File: src/rtl/pwm_player_pkg.sv
// Shared types and constants for the PWM DAC player.
package pwm_player_pkg;

  localparam int unsigned CODE_WIDTH = 10;
  localparam int unsigned MAX        = (1 << CODE_WIDTH) - 1;

  typedef enum logic [1:0] {
    IDLE  = 2'd0,
    PRIME = 2'd1,
    RUN   = 2'd2
  } state_t;

endpackage

File: src/rtl/pwm_window_counter.sv
// PWM window counter: counts 0..2^CODE_WIDTH-1, flags the last cycle of the
// window and compares the count against the active code to form the raw PWM bit.
module pwm_window_counter #(
  parameter int unsigned CODE_WIDTH = pwm_player_pkg::CODE_WIDTH
) (
  input  logic                  clk,
  input  logic                  rst,
  input  logic                  clear,
  input  logic                  advance,
  input  logic [CODE_WIDTH-1:0] active_code,
  output logic [CODE_WIDTH-1:0] count,
  output logic                  at_max,
  output logic                  pwm_raw
);

  // Window position; wraps naturally from all-ones back to zero.
  always_ff @(posedge clk) begin
    if (!rst) begin
      count <= '0;
    end else if (clear) begin
      count <= '0;
    end else if (advance) begin
      count <= count + CODE_WIDTH'(1);
    end
  end

  assign at_max  = &count;
  assign pwm_raw = (count < active_code);

endmodule

File: src/rtl/pwm_dac_player.sv
// PWM DAC player: pulls one code per window from the tone generator and
// renders it as a 2^CODE_WIDTH-cycle PWM window on pwm_out.
// Build option: define PWM_PLAYER_STATS_EN to enable the pulled-sample counter
// on sample_count; otherwise sample_count is tied to zero.
module pwm_dac_player #(
  parameter int unsigned CODE_WIDTH = pwm_player_pkg::CODE_WIDTH
) (
  input  logic                  clk,
  input  logic                  rst,
  input  logic                  enable,
  input  logic [CODE_WIDTH-1:0] code,
  output logic                  next_sample,
  output logic                  pwm_out,
  output logic                  busy,
  output logic [31:0]           sample_count
);

  import pwm_player_pkg::*;

  state_t                  state;
  logic [CODE_WIDTH-1:0]   active_code;
  logic [CODE_WIDTH-1:0]   count;
  logic                    at_max;
  logic                    pwm_raw;

  // Count only while rendering; IDLE and PRIME hold the window at zero.
  pwm_window_counter #(
    .CODE_WIDTH (CODE_WIDTH)
  ) u_window (
    .clk         (clk),
    .rst         (rst),
    .clear       (state != RUN),
    .advance     (state == RUN),
    .active_code (active_code),
    .count       (count),
    .at_max      (at_max),
    .pwm_raw     (pwm_raw)
  );

  // Player FSM; the code is latched only on pull edges.
  always_ff @(posedge clk) begin
    if (!rst) begin
      state       <= IDLE;
      active_code <= '0;
    end else begin
      case (state)
        IDLE: begin
          if (enable) state <= PRIME;
        end
        PRIME: begin
          active_code <= code;
          state       <= RUN;
        end
        RUN: begin
          if (at_max) begin
            if (enable) active_code <= code;
            else        state       <= IDLE;
          end
        end
        default: state <= IDLE;
      endcase
    end
  end

  assign next_sample = (state == PRIME) | ((state == RUN) & at_max & enable);
  assign pwm_out     = (state == RUN) & pwm_raw;
  assign busy        = (state != IDLE);

`ifdef PWM_PLAYER_STATS_EN
  logic [31:0] stats_q;

  // Tally of every pull strobe since reset; wraps at 2^32.
  always_ff @(posedge clk) begin
    if (!rst) begin
      stats_q <= 32'd0;
    end else if (next_sample) begin
      stats_q <= stats_q + 32'd1;
    end
  end

  assign sample_count = stats_q;
`else
  assign sample_count = 32'd0;
`endif

endmodule

File: config.mk
export PLATFORM = sky130hd
export DESIGN_NAME = pwm_dac_player
export DESIGN_NICKNAME = d
export VERILOG_FILES = /design/src/rtl/pwm_player_pkg.sv /design/src/rtl/pwm_window_counter.sv /design/src/rtl/pwm_dac_player.sv
export SDC_FILE = /design/constraint.sdc
export NUM_CORES = 1
export LEC_CHECK = 0
export CAP_MARGIN = 20
export CORE_AREA = 2 2 74 76
export DETAILED_ROUTE_END_ITERATION = 12
export DIE_AREA = 0 0 76 78
export SLEW_MARGIN = 40
export SYNTH_ARGS = -nofsm -noshare
export SYNTH_HDL_FRONTEND = slang
export SYNTH_HIERARCHICAL = 1
export SYNTH_SLANG_ARGS = --single-unit
export TNS_END_PERCENT = 10
File: constraint.sdc
create_clock -name clk -period 1.95 [get_ports clk]
set_input_delay 0.39 -clock clk [delete_from_list [all_inputs] [get_ports clk]]
set_output_delay 0.39 -clock clk [all_outputs]
set_load 0.05 [all_outputs]
== Yosys cells after proc, flatten, opt, wreduce, memory -nomap -nowiden ==
Index checks and enable logic that the tools add are counted.

* $add $sub $neg: 1
* Order comparisons: 1
* Equal/unequal tests: 7
* Multiplexer cells: 7
* Bitwise logic cells: 5
* Reduce and logical (&&, ||, !) cells: 7

{| class="wikitable"
|+ Operators with widths
! cell !! count
|-
| two-way mux 10 bit || 2
|-
| case mux 10 bit (2 select lines) || 1
|-
| adder 10 x 1 -> 10 bit (second input constant) || 1
|-
| less-than comparator 10 bit || 1
|-
| inequality test 2 bit (second input constant) || 5
|-
| AND reduction 10 bit || 1
|-
| two-way mux 2 bit || 3
|-
| case mux 2 bit (3 select lines) || 1
|-
| AND reduction 3 bit || 2
|-
| nonzero test 2 bit || 2
|-
| AND 1 bit || 3
|-
| == test 2 x 1 -> 1 bit (second input constant) || 1
|-
| == test 2 bit (second input constant) || 1
|-
| logical NOT 2 bit || 1
|-
| OR reduction 2 bit || 1
|-
| NOT 1 bit || 1
|-
| OR 1 bit || 1
|}

* Flip-flop bits (word level): 22
* Input port bits: 13
* Word-level logic and storage cells: 31

== Depth between registers and ports, before layout ==
Gate-level depths: netlist of run 1.

* Depth after elaboration: 4
* Mapped depth: 7

== By module ==
The synthesis of run 1 kept the hierarchy.

{| class="wikitable"
|+ By module, submodules not included
! module !! instances !! cells an instance !! area an instance (um^2) !! sequential area each (um^2)
|-
| pwm_dac_player || 1 || 90 || 770.7 || 240.2
|-
| pwm_window_counter || 1 || 82 || 659.4 || 200.2
|}

== Worst setup path after synthesis of run 1 ==
OpenSTA, ideal clock, no wires.

* Kind: reg-to-output
* Start point: register u_window.count[0]
* End point: output port next_sample
* Arrival time: 1.579 ns
* Data required time: 1.560 ns
* Path slack: -0.019 ns
* Cell stages (with the launch flop): 7
* Buffers on the path: 1
* Cells stage by stage: dfxtp_1 > ha_1 > nand2_1 > nor3_1 > a31oi_4 > buf_8 > inv_1

* Longest elaborated chain between the ends: 4

{| class="wikitable"
|+ RTL lines
! item !! RTL line !! text
|-
| start: declaration || pwm_window_counter.sv:11 || <nowiki>output logic [CODE_WIDTH-1:0] count,</nowiki>
|-
| start signal: assignment || pwm_window_counter.sv:23 || <nowiki>count <= count + CODE_WIDTH'(1);</nowiki>
|-
| AND reduction 10 bit || pwm_window_counter.sv:27 || <nowiki>assign at_max = &count;</nowiki>
|-
| named net at_max || pwm_dac_player.sv:23 || <nowiki>logic at_max;</nowiki>
|-
| AND 1 bit (2 in a row) || pwm_dac_player.sv:65 || <nowiki>assign next_sample = (state == PRIME) | ((state == RUN) & at_max & enable);</nowiki>
|-
| OR 1 bit || pwm_dac_player.sv:65 ||
|-
| end: declaration || pwm_dac_player.sv:12 || <nowiki>output logic next_sample,</nowiki>
|}

The timed path passes the listed nets, and every way through them passes these cells.

== Final worst setup path of run 1 ==
* Start point: register active_code[4]
* End point: output port pwm_out

* Longest elaborated chain between the ends: 2

{| class="wikitable"
|+ RTL lines
! item !! RTL line !! text
|-
| start: declaration || pwm_dac_player.sv:21 || <nowiki>logic [CODE_WIDTH-1:0] active_code;</nowiki>
|-
| start signal: assignment || pwm_dac_player.sv:51 || <nowiki>active_code <= code;</nowiki>
|-
| start signal: assignment || pwm_dac_player.sv:56 || <nowiki>if (enable) active_code <= code;</nowiki>
|-
| less-than comparator 10 bit || pwm_window_counter.sv:28 || <nowiki>assign pwm_raw = (count < active_code);</nowiki>
|-
| named net pwm_raw || pwm_dac_player.sv:24 || <nowiki>logic pwm_raw;</nowiki>
|-
| AND 1 bit || pwm_dac_player.sv:66 || <nowiki>assign pwm_out = (state == RUN) & pwm_raw;</nowiki>
|-
| end: declaration || pwm_dac_player.sv:13 || <nowiki>output logic pwm_out,</nowiki>
|}

The timed path passes the listed nets, and every way through them passes these cells.

==> results of run 1 <==
## power by group
group | internal [mW] | switching (mW) | total [mW] | leakage (nW)
Clock | 0.275 | 0.152 | 0.427 | 0.0357
Sequential | 0.462 | 0.00814 | 0.470 | 0.185
Combinational | 0.0822 | 0.216 | 0.298 | 0.507
## registers in the layout, summed over array words and instances (netlist names)
signal          count
active_code        10
state               2
u_window/count     10
## through the flow
stage	cells	utilization
floorplan	203	-
global placement	258	0.312
detailed placement	258	0.312
CTS	263	0.347
global route	263	0.353
finish	263	0.353
## cell type report
class	count	area, um2
Fill cell	523	3260
Multi-Input combinational cell	132	886
Sequential cell	22	460
Timing Repair Buffer	23	226
Tap cell	70	87.6
Inverter	12	48.8
Clock buffer	3	41.3
Clock inverter	1	30.0
## final timing paths
check	startpoint	cells after the start	endpoint	slack, ns
worst min-delay path	active_code[9]	2	active_code[9]	0.46
worst min register to register	active_code[9]	2	active_code[9]	0.46
worst max register to register	u_window/count[3]	7	active_code[4]	0.43
worst max-delay path	active_code[4]	8	pwm_out	-0.06
## repair_timing
| item | in CTS | in global routing |
|---|---|---|
| setup endpoints to repair | 2 | 2 |
| gates resized for setup | 23 | 10 |
| buffers inserted | 1 | 0 |
| pin swaps | 10 | 2 |
## logic make-up (layout without fill, tap and decap cells)
kind of cell	Yosys count	count (layout)	share of synthesized area
buffers and inverters	49	39	0.221
adder cells (fa/ha/maj)	10	10	0.0875
AO/OA/AOI/OAI	12	12	0.0604
multiplexers	11	11	0.0770
flip-flops	22	22	0.308
AND/OR/NAND/NOR	59	59	0.194
XOR/XNOR	8	8	0.0490
other	1	32	0.00262
## routing by layer
layer / up-vias / part of all wire / track usage
met4: 0 / 0.030 / 0.0600
met5: - / 0 / 0
met3: 5 / 0.036 / 0.0140
met1: 464 / 0.43 / 0.105
li1: 534 / - / -
met2: 27 / 0.50 / 0.152
## cells in the mapped netlist, drive strengths merged
cell     count  area (um2)
ha          10         125
xnor2        5        43.8
xor2         3        26.3
buf         34         260
nand3        4        25.0
or3          1        6.26
nor2        11        41.3
or2          1        6.26
conb         1        3.75
nand2       27         101
a31oi        1        21.3
mux2i       11         110
and2b        1        8.76
inv         12        45.0
o2bb2ai      1        8.76
and2         1        6.26
a21oi        6        30.0
clkbuf       3        11.3
nor2b        2        20.0
nand2b       3        18.8
o21ai        2        10.0
a41oi        1        8.76
nand4        3        18.8
dfxtp       22         440
a211oi       1        7.51
nor3         5        25.0
## worst reg2reg max path: stages, from the launching register on
cell and delay (ns):
dfxtp_2 0.34, buf_4 0.15, nand3_2 0.14, nor3_2 0.06, buf_4 0.14, a31oi_4 0.18
buf_4 0.26, mux2i_1 0.20
==> results.txt, run 1 <==
Status = finished with violations
Failing checks = setup timing
Critical path type = reg -> out
Commonest cells after routing, fill and taps aside = 32 x conb_1, 27 x nand2_1, 12 x clkdlybuf4s50_1
Leakage = 0.728 nW
Num CTS Buffers = 3
RSZ-0062 raised after global routing = true
Setup WS post-layout = -0.0635 ns
Worst Clk Skew = 0.00793 ns
Worst setup EP type = output pin
Clock Sinks = 22
Crit path DAT = 1.62 ns
Slowest stage delay, CP = 0.34 ns
Post-Syn Area = 0.00143 mm2
Synth Instances = 172
Fmax = 0.497 GHz
Synth Area per Inst = 8.31 um2
Final Instance Area = 0.00178 mm2
PortBufs = 15
Routed Antenna Nets = 0
Max FO, Critical Path = 3
H-tree depth = 1
DP Wirelength = 1780 um
# diodes = 0
#FFs+latches synth = 22
Die area = 0.00593 mm2
# hold bufs at CTS = 0
Area after DPL = 0.00157 mm2
Placer Congestion = 0.721
Die X = 76 um
First drt pass iteration count = 4
Area Growth Syn to Fin = 24.5%
CTS Buffer Depth = 2
Most common cell after layout, fill and taps aside = conb_1
Largest net degree at the start of global routing = 23
Die height = 78 um
Top delay family on crit path = compound AO/OA/AOI/OAI gates
Core Region = 0.00504 mm2
Antenna violations before repair = 0
Clock Pin Slew Worst Setup and Hold Paths = 0.08 ns
Rows = 26
Clk Latency, worst-skew pair = 0.27 ns
Drt total wl = 2480 um
CTS tree = yes
Root Driver = clkbuf_8
DRT iter0 DRCs = 9
Max_cap viols = 0
Fin. Hold Viols = 0
Count of cell types in the netlist = 30
Slowest cell on the critical path = dfxtp_2
Sequential area share after synthesis = 0.308
WL/cell = 9.44 um
Gr ovfl total = 0
Overall Power = 1.19 mW
CP Data Required Time = 1.56 ns
Synth warn = 6
Drt drc = 0
Fin crit period = 2.01 ns
Crit-path cells = inv_2, ha_4, a21oi_2, nand2_1, o2bb2ai_2, a21oi_2, and2_4, buf_12
Period utilization = 1.03
Layout cells sized above 1 = 0.244
Fin. max-slew vios = 0
Tot GR Track Use = 0.0897
First-pass GRT wire length = 4260 um
DP Worst Slack = 0.0318 ns
Fin nets = 217
WP buf/inv = 2
Max IR drop VDD = 452 uV
Final setup vio count = 1
I/O pins = 48
Min-Delay Path Class = reg -> reg
Hold Slack = 0.458 ns
Worst setup SP type = register
Setup_tns = -0.0635 ns
Initial Util = 0.284
Power Density = 671 mW/mm2
Via count = 1030
Most frequent CP cell = a21oi_2
Drt via density = 3.92
Vias in the first global route = 991
(Power assumes the default switching activity.)
==> run 2: changes to the inputs <==
--- a/config.mk
+++ b/config.mk
@@ -5,6 +5,7 @@
 export SDC_FILE = /design/constraint.sdc
 export NUM_CORES = 1
 export LEC_CHECK = 0
+export ABC_CLOCK_PERIOD_IN_PS = 1950
 export CAP_MARGIN = 20
 export CORE_AREA = 2 2 74 76
 export DETAILED_ROUTE_END_ITERATION = 12
==> results of run 2 <==
No change in the layout: final DEF, timing and power equal those of run 1.
